$ cat src/rtl/dma_sched.sv
// Multi-channel descriptor scheduler feeding a single DMA master.
// Per-channel slots, round-robin grant, done pulse and sticky irq status.
module dma_sched #(
    parameter int NUM_CH = 2,
    parameter int ADDR_W = 32,
    parameter int QTY_W  = 32
) (
    input  logic                     clk,
    input  logic                     rst,
    input  logic [NUM_CH-1:0]        req_valid_i,
    output logic [NUM_CH-1:0]        req_ready_o,
    input  logic [NUM_CH*ADDR_W-1:0] req_src_i,
    input  logic [NUM_CH*ADDR_W-1:0] req_dst_i,
    input  logic [NUM_CH*QTY_W-1:0]  req_qty_i,
    output logic                     dma_en_o,
    output logic [ADDR_W-1:0]        dma_src_o,
    output logic [ADDR_W-1:0]        dma_dst_o,
    output logic [QTY_W-1:0]         dma_qty_o,
    input  logic                     dma_fin_i,
    output logic [NUM_CH-1:0]        done_o,
    output logic [NUM_CH-1:0]        irq_status_o,
    input  logic [NUM_CH-1:0]        irq_clr_i,
    output logic                     irq_o,
    output logic                     busy_o,
    output logic [2:0]               cur_ch_o
);

    localparam int CH_W = (NUM_CH > 1) ? $clog2(NUM_CH) : 1;

    typedef enum logic [1:0] {
        ST_IDLE  = 2'd0,
        ST_ISSUE = 2'd1,
        ST_WAIT  = 2'd2,
        ST_DONE  = 2'd3
    } state_t;

    state_t              state_r;
    logic [NUM_CH-1:0]   pend_r;
    logic [ADDR_W-1:0]   src_r [NUM_CH];
    logic [ADDR_W-1:0]   dst_r [NUM_CH];
    logic [QTY_W-1:0]    qty_r [NUM_CH];
    logic [CH_W-1:0]     last_grant_r;
    logic [CH_W-1:0]     cur_ch_r;
    logic                dma_en_r;
    logic [ADDR_W-1:0]   dma_src_r;
    logic [ADDR_W-1:0]   dma_dst_r;
    logic [QTY_W-1:0]    dma_qty_r;
    logic [NUM_CH-1:0]   done_r;
    logic [NUM_CH-1:0]   irq_status_r;
    logic                busy_r;

    logic [NUM_CH-1:0]   accept_s;
    logic                found_s;
    logic [CH_W-1:0]     grant_s;
    logic [CH_W-1:0]     idx_s;

    function automatic logic [NUM_CH-1:0] onehot(input logic [CH_W-1:0] ch);
        logic [NUM_CH-1:0] v;
        v = {NUM_CH{1'b0}};
        v[ch] = 1'b1;
        return v;
    endfunction

    assign accept_s     = req_valid_i & ~pend_r;
    assign req_ready_o  = ~pend_r;
    assign dma_en_o     = dma_en_r;
    assign dma_src_o    = dma_src_r;
    assign dma_dst_o    = dma_dst_r;
    assign dma_qty_o    = dma_qty_r;
    assign done_o       = done_r;
    assign irq_status_o = irq_status_r;
    assign irq_o        = |irq_status_r;
    assign busy_o       = busy_r;
    assign cur_ch_o     = 3'(cur_ch_r);

    // Round-robin search starting just after the last served channel.
    always_comb begin
        found_s = 1'b0;
        grant_s = {CH_W{1'b0}};
        idx_s   = {CH_W{1'b0}};
        for (int k = 1; k <= NUM_CH; k++) begin
            idx_s = CH_W'((int'(last_grant_r) + k) % NUM_CH);
            if (!found_s && pend_r[idx_s]) begin
                found_s = 1'b1;
                grant_s = idx_s;
            end else begin
                grant_s = grant_s;
            end
        end
    end

    // Descriptor slot capture on accept.
    always_ff @(posedge clk or posedge rst) begin
        if (rst) begin
            for (int i = 0; i < NUM_CH; i++) begin
                src_r[i] <= {ADDR_W{1'b0}};
                dst_r[i] <= {ADDR_W{1'b0}};
                qty_r[i] <= {QTY_W{1'b0}};
            end
        end else begin
            for (int i = 0; i < NUM_CH; i++) begin
                if (accept_s[i]) begin
                    src_r[i] <= req_src_i[i*ADDR_W +: ADDR_W];
                    dst_r[i] <= req_dst_i[i*ADDR_W +: ADDR_W];
                    qty_r[i] <= req_qty_i[i*QTY_W +: QTY_W];
                end
            end
        end
    end

    // Pending flags: set on accept, released at the end of the DONE cycle.
    always_ff @(posedge clk or posedge rst) begin
        if (rst) begin
            pend_r <= {NUM_CH{1'b0}};
        end else begin
            for (int i = 0; i < NUM_CH; i++) begin
                if (accept_s[i]) begin
                    pend_r[i] <= 1'b1;
                end else if (done_r[i]) begin
                    pend_r[i] <= 1'b0;
                end else begin
                    pend_r[i] <= pend_r[i];
                end
            end
        end
    end

    // Sticky interrupt status; a completion beats a same-cycle clear.
    always_ff @(posedge clk or posedge rst) begin
        if (rst) begin
            irq_status_r <= {NUM_CH{1'b0}};
        end else begin
            for (int i = 0; i < NUM_CH; i++) begin
                if (done_r[i]) begin
                    irq_status_r[i] <= 1'b1;
                end else if (irq_clr_i[i]) begin
                    irq_status_r[i] <= 1'b0;
                end else begin
                    irq_status_r[i] <= irq_status_r[i];
                end
            end
        end
    end

    // Scheduler FSM with registered DMA launch and completion outputs.
    always_ff @(posedge clk or posedge rst) begin
        if (rst) begin
            state_r      <= ST_IDLE;
            last_grant_r <= CH_W'(NUM_CH - 1);
            cur_ch_r     <= {CH_W{1'b0}};
            dma_en_r     <= 1'b0;
            dma_src_r    <= {ADDR_W{1'b0}};
            dma_dst_r    <= {ADDR_W{1'b0}};
            dma_qty_r    <= {QTY_W{1'b0}};
            done_r       <= {NUM_CH{1'b0}};
            busy_r       <= 1'b0;
        end else begin
            dma_en_r <= 1'b0;
            done_r   <= {NUM_CH{1'b0}};
            case (state_r)
                ST_IDLE: begin
                    if (found_s) begin
                        cur_ch_r  <= grant_s;
                        dma_src_r <= src_r[grant_s];
                        dma_dst_r <= dst_r[grant_s];
                        dma_qty_r <= qty_r[grant_s];
                        busy_r    <= 1'b1;
                        // Zero-length transfers complete without touching the master.
                        if (qty_r[grant_s] == {QTY_W{1'b0}}) begin
                            state_r <= ST_DONE;
                            done_r  <= onehot(grant_s);
                        end else begin
                            state_r  <= ST_ISSUE;
                            dma_en_r <= 1'b1;
                        end
                    end else begin
                        state_r <= ST_IDLE;
                    end
                end
                ST_ISSUE: begin
                    state_r <= ST_WAIT;
                end
                ST_WAIT: begin
                    if (dma_fin_i) begin
                        state_r <= ST_DONE;
                        done_r  <= onehot(cur_ch_r);
                    end else begin
                        state_r <= ST_WAIT;
                    end
                end
                ST_DONE: begin
                    last_grant_r <= cur_ch_r;
                    busy_r       <= 1'b0;
                    state_r      <= ST_IDLE;
                end
                default: begin
                    state_r <= ST_IDLE;
                    busy_r  <= 1'b0;
                end
            endcase
        end
    end

endmodule
$ cat config.mk
export PLATFORM = sky130hd
export DESIGN_NAME = dma_sched
export DESIGN_NICKNAME = d
export VERILOG_FILES = /design/src/rtl/dma_sched.sv
export SDC_FILE = /design/constraint.sdc
export NUM_CORES = 1
export LEC_CHECK = 0
export ABC_AREA = 1
export CAP_MARGIN = 20
export CORE_MARGIN = 1
export CORE_UTILIZATION = 49
export DETAILED_ROUTE_END_ITERATION = 12
export GPL_ROUTABILITY_DRIVEN = 0
export PLACE_DENSITY = 0.9
export SLEW_MARGIN = 20
export SYNTH_ARGS = -nofsm -noshare
export SYNTH_HDL_FRONTEND = slang
export SYNTH_SLANG_ARGS = --single-unit
export TNS_END_PERCENT = 100
$ cat constraint.sdc
create_clock -name clk -period 11.1 [get_ports clk]
set_input_delay 1.665 -clock clk [delete_from_list [all_inputs] [get_ports clk]]
set_output_delay 1.665 -clock clk [all_outputs]
set_load 0.01 [all_outputs]
==> results of run 1 <==
[kinds of logic after synthesis]
group | share of synthesized area [%]
compound gates | 7.73
fa+ha+maj | 0.308
buf+inv | 4.87
flops | 61.5
mux | 13.1
other cells | 0.0307
simple gates | 12.4
[registers in the layout, summed over array words and instances, names as in the netlist]
register      count
dma_en_o          1
state_r           2
dma_src_o        32
pend_r            2
dst_r            64
busy_o            1
qty_r            64
irq_status_o      2
src_r            64
done_o            2
cur_ch_r          1
last_grant_r      1
dma_qty_o        32
dma_dst_o        32
[path summary, 6_finish.rpt]
path                             endpoint  slack [ns]  cells after the start
min reg2reg                  dma_qty_o[6]        0.49                      2
min in group asynchronous        src_r[8]        1.51                      2
max reg2reg                  dma_dst_o[8]        7.89                      5
min                          dma_qty_o[6]        0.49                      2
max in group asynchronous        dst_r[4]        8.40                      3
max                        req_ready_o[1]        7.24                      2
[cells in the final DEF, fill, tap and decap left out, types with 2 or more instances in the layout]
cell and instances:
a21oi_1 52, a31oi_1 64, buf_4 5, bufinv_16 2, clkbuf_1 3, clkbuf_16 31
clkbuf_8 11, clkdlybuf4s50_1 304, clkinv_2 7, conb_1 2, dfrtp_1 299, ha_1 3
inv_1 59, inv_2 2, mux2_2 142, nand2_1 237, nand2_4 4, nand3_1 21
nor2_1 124, nor2_2 2, o21ai_0 46, o21ai_1 4, o21ai_2 2, o21bai_1 2
[per-layer routing]
layer / global-route usage, % / vias up / wire length (um)
li1: - / 4287 / -
met4: 7.84 / 0 / 975
met3: 7.84 / 65 / 3210
met1: 30.1 / 4608 / 11800
met2: 43.7 / 401 / 16100
met5: 0 / - / 0
[critical path, delay by kind of cell (launching register included)]
family   cells  cell delay, ns
flops        1            0.87
buf+inv      2            0.79
[area by class of cell]
class	instances	area (um2)	area share [%]
well taps	324	405	2.46
clock buffers	45	938	5.70
inverters	62	240	1.46
multi-input cells	708	4130	25.1
clock inverters	11	111	0.676
repair buffers	311	3130	19.0
flip-flops and latches	300	7510	45.6
[metrics by stage]
stage / util, % / setup WS, ns
after global placement: 63.1 / 7.04
after global routing: 67.5 / 7.17
after CTS: 67.4 / 7.25
after floorplan: - / 1.15
after detailed placement: 63.1 / 7.02
final: 67.5 / 7.24
[power by group]
part	switching, mW	internal, mW	leakage (nW)
clock	0.426	0.628	0.525
combinational	1.10	0.950	3.34
sequential	0.290	1.66	3.47
==> flow_summary.json, run 1 <==
{
  "crit_path_start_kind": "flop",
  "synth_area_leaders": "dfrtp_1 (61%), mux2_2 (13%), nand2_1 (7.4%)",
  "holdWs_ns": 0.487,
  "yosysSeqAreaShare_pct": 61.5,
  "instances_no_fill": 1761,
  "end_kind": "primary output",
  "placed_area_um2": 15400,
  "drt_iter0_drc": 753,
  "slew_violations": 0,
  "cts_buffer_depth": 3,
  "htreeDepth": 1,
  "cp-startpoint": "pend_r[1]",
  "clk_latency_ns": 0.56,
  "dp.cells": 1704,
  "timing.final.crit_share_pct": 34.8,
  "outcome": "finished, final reports clean",
  "ys.flop_type": "dfrtp_1",
  "min_from": "dma_qty_o[6]",
  "post_cts_buffers": 0,
  "cts-root-buf": "clkbuf_16",
  "hp-class": "reg2reg",
  "dr.pass1.iters": 7,
  "worst_pin_slew_ns": 1.06,
  "rows": 57,
  "overflow": 0,
  "fmax_ghz": 0.259,
  "wire_per_inst_um": 18.2,
  "ant_nets": 0,
  "nFillCells": 1719,
  "post_synth_most_frequent_cells": "dfrtp_1 (299), nand2_1 (239), mux2_2 (142)",
  "area_delta_synth_final_pct": 34.9,
  "via_count": 9361,
  "yosys_warnings": 0,
  "grt_pass1_wl_um": 51100,
  "p_leak_nw": 7.33,
  "powerDensity_nw_per_um2": 307,
  "io_buffers": 304,
  "fin_crit_ns": 3.86,
  "antenna_cells": 0,
  "async_reset_ff_share_pct": 100,
  "drc": 0,
  "cts_resized": 0,
  "cts_hold_buf": 0,
  "hold_violations": 0,
  "synth_cell_types": 24,
  "crit_chain": "inv_1, clkdlybuf4s50_1",
  "clk_pin_slew_ns": 0.06,
  "fp.dieH_um": 160,
  "reg2reg_from": "pend_r[1]",
  "slew_headroom_pct": 29.3,
  "grt_use_total_pct": 25.2,
  "syn_area_um2": 12200,
  "yosys.area.top_type": "dfrtp_1",
  "finClkSkew_ns": 0.0229,
  "wl_um": 32000,
  "netlist.area_leader.share_pct": 61.3,
  "die_area_um2": 25500,
  "power_mw": 5.05,
  "hpwl_um": 20700,
  "start_util_pct": 50.0,
  "avgSynthCellArea_um2": 10.7,
  "nNetsFinal": 1615,
  "vias_per_cell": 5.32,
  "die_width_um": 160,
  "antenna_found_initial": 0,
  "slowest_delay_ns": 0.87,
  "cp.arrival_ns": 2.20,
  "grt_max_degree": 159,
  "critPathRequiredTime_ns": 9.44,
  "boundaryPins": 307,
  "core-area_um2": 24400,
  "cts_buffers": 30,
  "synthCells": 1141,
  "rsz0062_at_grt": "no",
  "drive_gt1_share_pct": 15.0,
  "cts_sinks": 300,
  "final_area_um2": 16500,
  "tns_ns": 0,
  "cts_tree": "built",
  "slowest_stage": "dfrtp_1",
  "setup_viol": 0,
  "synth_enable_flop_cells": 0,
  "vdd_ir_drop_max_uv": 195,
  "timing.max_cap.violations": 0,
  "grt_pass1_vias": 9845,
  "path_max_fanout": 21,
  "yosysMostFrequentCell": "dfrtp_1",
  "critical_path_class": "reg2out",
  "ys_seq_elements": 300
}
No activity file was read; power rests on OpenSTA's default activity.
==> run 2: changes to the inputs <==
Settings changed: CORE_UTILIZATION 49 to 45, PLACE_DENSITY 0.9 to 0.87.
Clock period 11.1 ns to 3.4 ns, I/O delays scaled along.
==> flow_summary.json, run 2 (synthesized netlist as in run 1, its figures left out) <==
{
  "slew_headroom_pct": 31.6,
  "hold_violations": 0,
  "cts_hold_buf": 0,
  "cts_tree": "built",
  "dp.cells": 1729,
  "path_max_fanout": 51,
  "critical_path_class": "reg2reg",
  "cts-root-buf": "clkbuf_16",
  "grt_max_degree": 132,
  "instances_no_fill": 1788,
  "layout_commonest_cell": "clkdlybuf4s50_1",
  "r2r_cells": 6,
  "fin_crit_ns": 2.42,
  "finClkSkew_ns": 0.0134,
  "htreeDepth": 1,
  "grt_pass1_wl_um": 51600,
  "cp.arrival_ns": 2.90,
  "die_width_um": 167,
  "drive_gt1_share_pct": 15.9,
  "dp_slack_ns": 0.999,
  "critPathRequiredTime_ns": 3.88,
  "rsz0062_at_grt": "no",
  "vias_per_cell": 5.31,
  "drt_iter0_drc": 923,
  "core-area_um2": 26400,
  "worst_pin_slew_ns": 1.02,
  "end_kind": "flop",
  "wire_per_inst_um": 17.9,
  "slowest_delay_ns": 0.53,
  "drc": 0,
  "clk_pin_slew_ns": 0.07,
  "nNetsFinal": 1629,
  "p_leak_nw": 7.43,
  "antenna_found_initial": 2,
  "vdd_ir_drop_max_uv": 616,
  "cts_buffers": 31,
  "via_count": 9491,
  "fmax_ghz": 0.413,
  "largestRegisters": "dst_r (64), qty_r (64), src_r (64)",
  "fp.dieH_um": 167,
  "boundaryPins": 307,
  "timing.max_cap.violations": 0,
  "r2r-end": "dma_dst_o[9]",
  "slew_violations": 0,
  "layout_common_cells": "clkdlybuf4s50_1 (304), dfrtp_1 (299), nand2_1 (237), mux2_2 (142), nor2_1 (124)",
  "cp_common_cell": "nand2_4",
  "overflow": 0,
  "reg2reg_from": "pend_r[0]",
  "io_buffers": 304,
  "crit_path_start_kind": "flop",
  "post_cts_buffers": 0,
  "hp-class": "in2async",
  "cts_resized": 0,
  "dr.pass1.iters": 5,
  "powerDensity_nw_per_um2": 1000,
  "setup_viol": 0,
  "power_mw": 16.7,
  "ant_nets": 0,
  "nFillCells": 2001,
  "rows": 59,
  "tns_ns": 0,
  "grt_pass1_vias": 9800,
  "grt_use_total_pct": 23.3,
  "timing.final.crit_share_pct": 71.1,
  "crit_chain": "nand2_4, nand2_4, inv_2, buf_4, nand2_1, a31oi_1",
  "cts_buffer_depth": 3,
  "outcome": "finished, final reports clean",
  "area_delta_synth_final_pct": 36.8,
  "wl_um": 31900,
  "holdWs_ns": 0.315,
  "cts_sinks": 300,
  "rrSetupSlack_ns": 0.98,
  "start_util_pct": 46.3,
  "hpwl_um": 21900,
  "fin_ws_ns": 0.982,
  "die_area_um2": 27800,
  "clk_latency_ns": 0.56,
  "slowest_stage": "inv_2"
}
[run 2: changes by cell type in the layout (fill, tap and decap cells not counted), sizes merged]
cell      before  now
clkinv         8    7
diode          0    2
inv           62   63
clkinvlp       1    2
buf            7   20
bufinv         2    4
clkbuf        45   43
[run 2: per-layer routing]
layer  global-route usage [%]  vias to the layer above  part of all wire, %  wire (um)
li1                         -                     4325                    -          -
met1                     28.6                     4666                   39      12400
met2                     39.6                      423                   49      15700
met3                     5.80                       77                  8.1       2580
met4                     8.86                        0                  3.9       1230
met5                        0                        -                    0          0
[run 2: power breakdown]
| group | switching (mW) | internal (mW) |
|---|---|---|
| logic | 3.56 | 3.16 |
| clock network | 1.42 | 2.19 |
| registers | 0.966 | 5.43 |
[run 2: worst max path at each step]
stage	end	startpoint	slack, ns
3_3_place_gp	dma_dst_o[4]	pend_r[0]	1.14
6_report	dma_dst_o[9]	pend_r[0]	0.98
2_1_floorplan	busy_o	rst	-1.10
5_1_grt	dma_src_o[24]	pend_r[0]	0.83
3_5_place_dp	dma_dst_o[9]	pend_r[0]	1.0
4_1_cts	dma_dst_o[9]	pend_r[0]	0.98
[run 2: critical path: cells and delay by family, from the launching register on]
| kind | cells | cell delay [ns] |
|---|---|---|
| buf+inv | 2 | 1.03 |
| simple gates | 3 | 0.69 |
| flops | 1 | 0.42 |
| compound gates | 1 | 0.17 |
[run 2: layout make-up]
cell class / instances / area [um2] / share of cell area, %
Sequential cell: 300 / 7510 / 45.0
Multi-Input combinational cell: 708 / 4130 / 24.7
Timing Repair Buffer: 324 / 3290 / 19.7
Clock buffer: 43 / 921 / 5.51
Tap cell: 335 / 419 / 2.51
Inverter: 62 / 236 / 1.42
Clock inverter: 14 / 188 / 1.12
Antenna cell: 2 / 5.00 / 0.0300
[run 2: stage by stage]
stage                     area [um2]  util, %
after floorplan                12200        -
after global placement         15600     59.1
after detailed placement       15600     59.1
after CTS                      16700     63.3
after global routing           16700     63.4
final                          16700     63.4
==> run 3: changes to the inputs <==
Clock period 3.4 ns to 2.1 ns, I/O delays scaled along.
==> flow_summary.json, run 3 (synthesized netlist as in run 1, its figures left out) <==
{
  "grt_pass1_wl_um": 51300,
  "crit_buf_inv": 2,
  "slowest_stage": "clkdlybuf4s50_1",
  "multi_input_area_um2": 4130,
  "grt_max_degree": 117,
  "dr.pass1.iters": 5,
  "cp-startpoint": "pend_r[0]",
  "cts_tree": "built",
  "seqCellArea_um2": 7510,
  "drive_gt1_share_pct": 15.6,
  "timing.final.crit_share_pct": 94.6,
  "fp.dieH_um": 167,
  "cts-root-buf": "clkbuf_16",
  "wire_per_inst_um": 17.8,
  "layout_commonest_cell": "clkdlybuf4s50_1",
  "path_depth": 2,
  "powerDensity_nw_per_um2": 1630,
  "reg2reg_from": "last_grant_r",
  "core-area_um2": 26400,
  "clk_pin_slew_ns": 0.06,
  "cts_buffer_depth": 3,
  "hold_violations": 0,
  "via_count": 9446,
  "ant_nets": 0,
  "r2r-end": "state_r[1]",
  "nNetsFinal": 1635,
  "slew_headroom_pct": 55.7,
  "grt_pass1_vias": 9841,
  "boundaryPins": 307,
  "critPathRequiredTime_ns": 1.78,
  "io_buffers": 304,
  "drc": 0,
  "fmax_ghz": 0.504,
  "critical-path-top-delay-family": "buffers and inverters",
  "overflow": 0,
  "clk_latency_ns": 0.51,
  "timing.max_cap.violations": 0,
  "rows": 59,
  "vdd_ir_drop_max_uv": 830,
  "outcome": "finished, final reports clean",
  "dp.cells": 1732,
  "holdWs_ns": 0.356,
  "die_area_um2": 27800,
  "cts_buffers": 34,
  "area_delta_synth_final_pct": 37.3,
  "hpwl_um": 21900,
  "nFillCells": 1949,
  "p_leak_nw": 7.47,
  "drt_iter0_drc": 1067,
  "crit_path_start_kind": "flop",
  "vias_per_cell": 5.28,
  "fin_crit_ns": 1.99,
  "end_kind": "primary output",
  "largestRegisters": "dst_r (64), qty_r (64), src_r (64)",
  "setup_viol": 0,
  "grt_use_total_pct": 23.4,
  "slew_violations": 0,
  "antenna_found_initial": 1,
  "finClkSkew_ns": 0.0161,
  "die_width_um": 167,
  "power_mw": 27.3,
  "worst_pin_slew_ns": 0.665,
  "htreeDepth": 2,
  "cts_sinks": 300,
  "rsz0062_at_grt": "no",
  "rrSetupSlack_ns": 0.18,
  "cp.arrival_ns": 1.67,
  "crit_chain": "inv_1, clkdlybuf4s50_1",
  "hp-class": "in2async",
  "start_util_pct": 46.3,
  "slowest_delay_ns": 0.58,
  "path_max_fanout": 3,
  "layout_common_cells": "clkdlybuf4s50_1 (303), dfrtp_1 (299), nand2_1 (237), mux2_2 (142), nor2_1 (124)",
  "wl_um": 31800,
  "r2r_cells": 11,
  "instances_no_fill": 1790,
  "critical_path_class": "reg2out"
}
[run 3: worst max path at each step]
stage | to | slack (ns)
after CTS | req_ready_o[1] | 0.02
after global placement | cur_ch_r | 0.12
after detailed placement | cur_ch_r | 0.07
after global routing | state_r[1] | 0.06
after floorplan | busy_o | -2.20
final | req_ready_o[0] | 0.11
[run 3: layout make-up]
type                    count  share of cell area (%)
flip-flops and latches    300                    44.8
repair buffers            327                    20.1
clock inverters             8                   0.709
well taps                 335                    2.50
diodes                      1                  0.0149
multi-input cells         708                    24.7
inverters                  62                    1.41
clock buffers              49                    5.78
[run 3: worst register-to-register path, stage by stage, from the launching register on]
cell     delay, ns
dfstp_2       0.55
nand2_4       0.06
nand2_4       0.10
buf_12        0.20
nand2_1       0.08
o21ai_0       0.11
nand2_1       0.08
nor2_1        0.14
nand2_1       0.10
nor2_4        0.20
nand2_2       0.10
o21ai_2       0.12
[run 3: power by group]
part | leakage [nW] | switching (mW) | total, mW | internal, mW
Sequential | 3.47 | 1.62 | 10.4 | 8.79
Combinational | 3.47 | 5.76 | 11.1 | 5.37
Clock | 0.534 | 2.25 | 5.81 | 3.56
[run 3: timing repair]
item / in CTS / in global routing
setup buffers: 0 / 0
endpoints found under the hold margin: 0 / 0
gates resized for setup: 2 / 3
endpoints found under the setup margin: 1 / 16
hold buffers: 0 / 0
[run 3: metal layers]
layer,wire [um],global-route usage (%)
met5,0,0
met4,1200,9.90
met3,2550,5.80
met2,15800,39.4
met1,12300,28.6
[run 3: per-stage QoR]
| stage | setup TNS, ns | utilization [%] | setup WS [ns] | area [um2] |
|---|---|---|---|---|
| finish | 0 | 63.6 | 0.114 | 16800 |
| global route | 0 | 63.6 | 0.0629 | 16800 |
| CTS | 0 | 63.6 | 0.0175 | 16700 |
| detailed placement | 0 | 59.4 | 0.0746 | 15700 |
| global placement | 0 | 59.4 | 0.124 | 15700 |
| floorplan | -659.30 | - | -2.20 | 12200 |
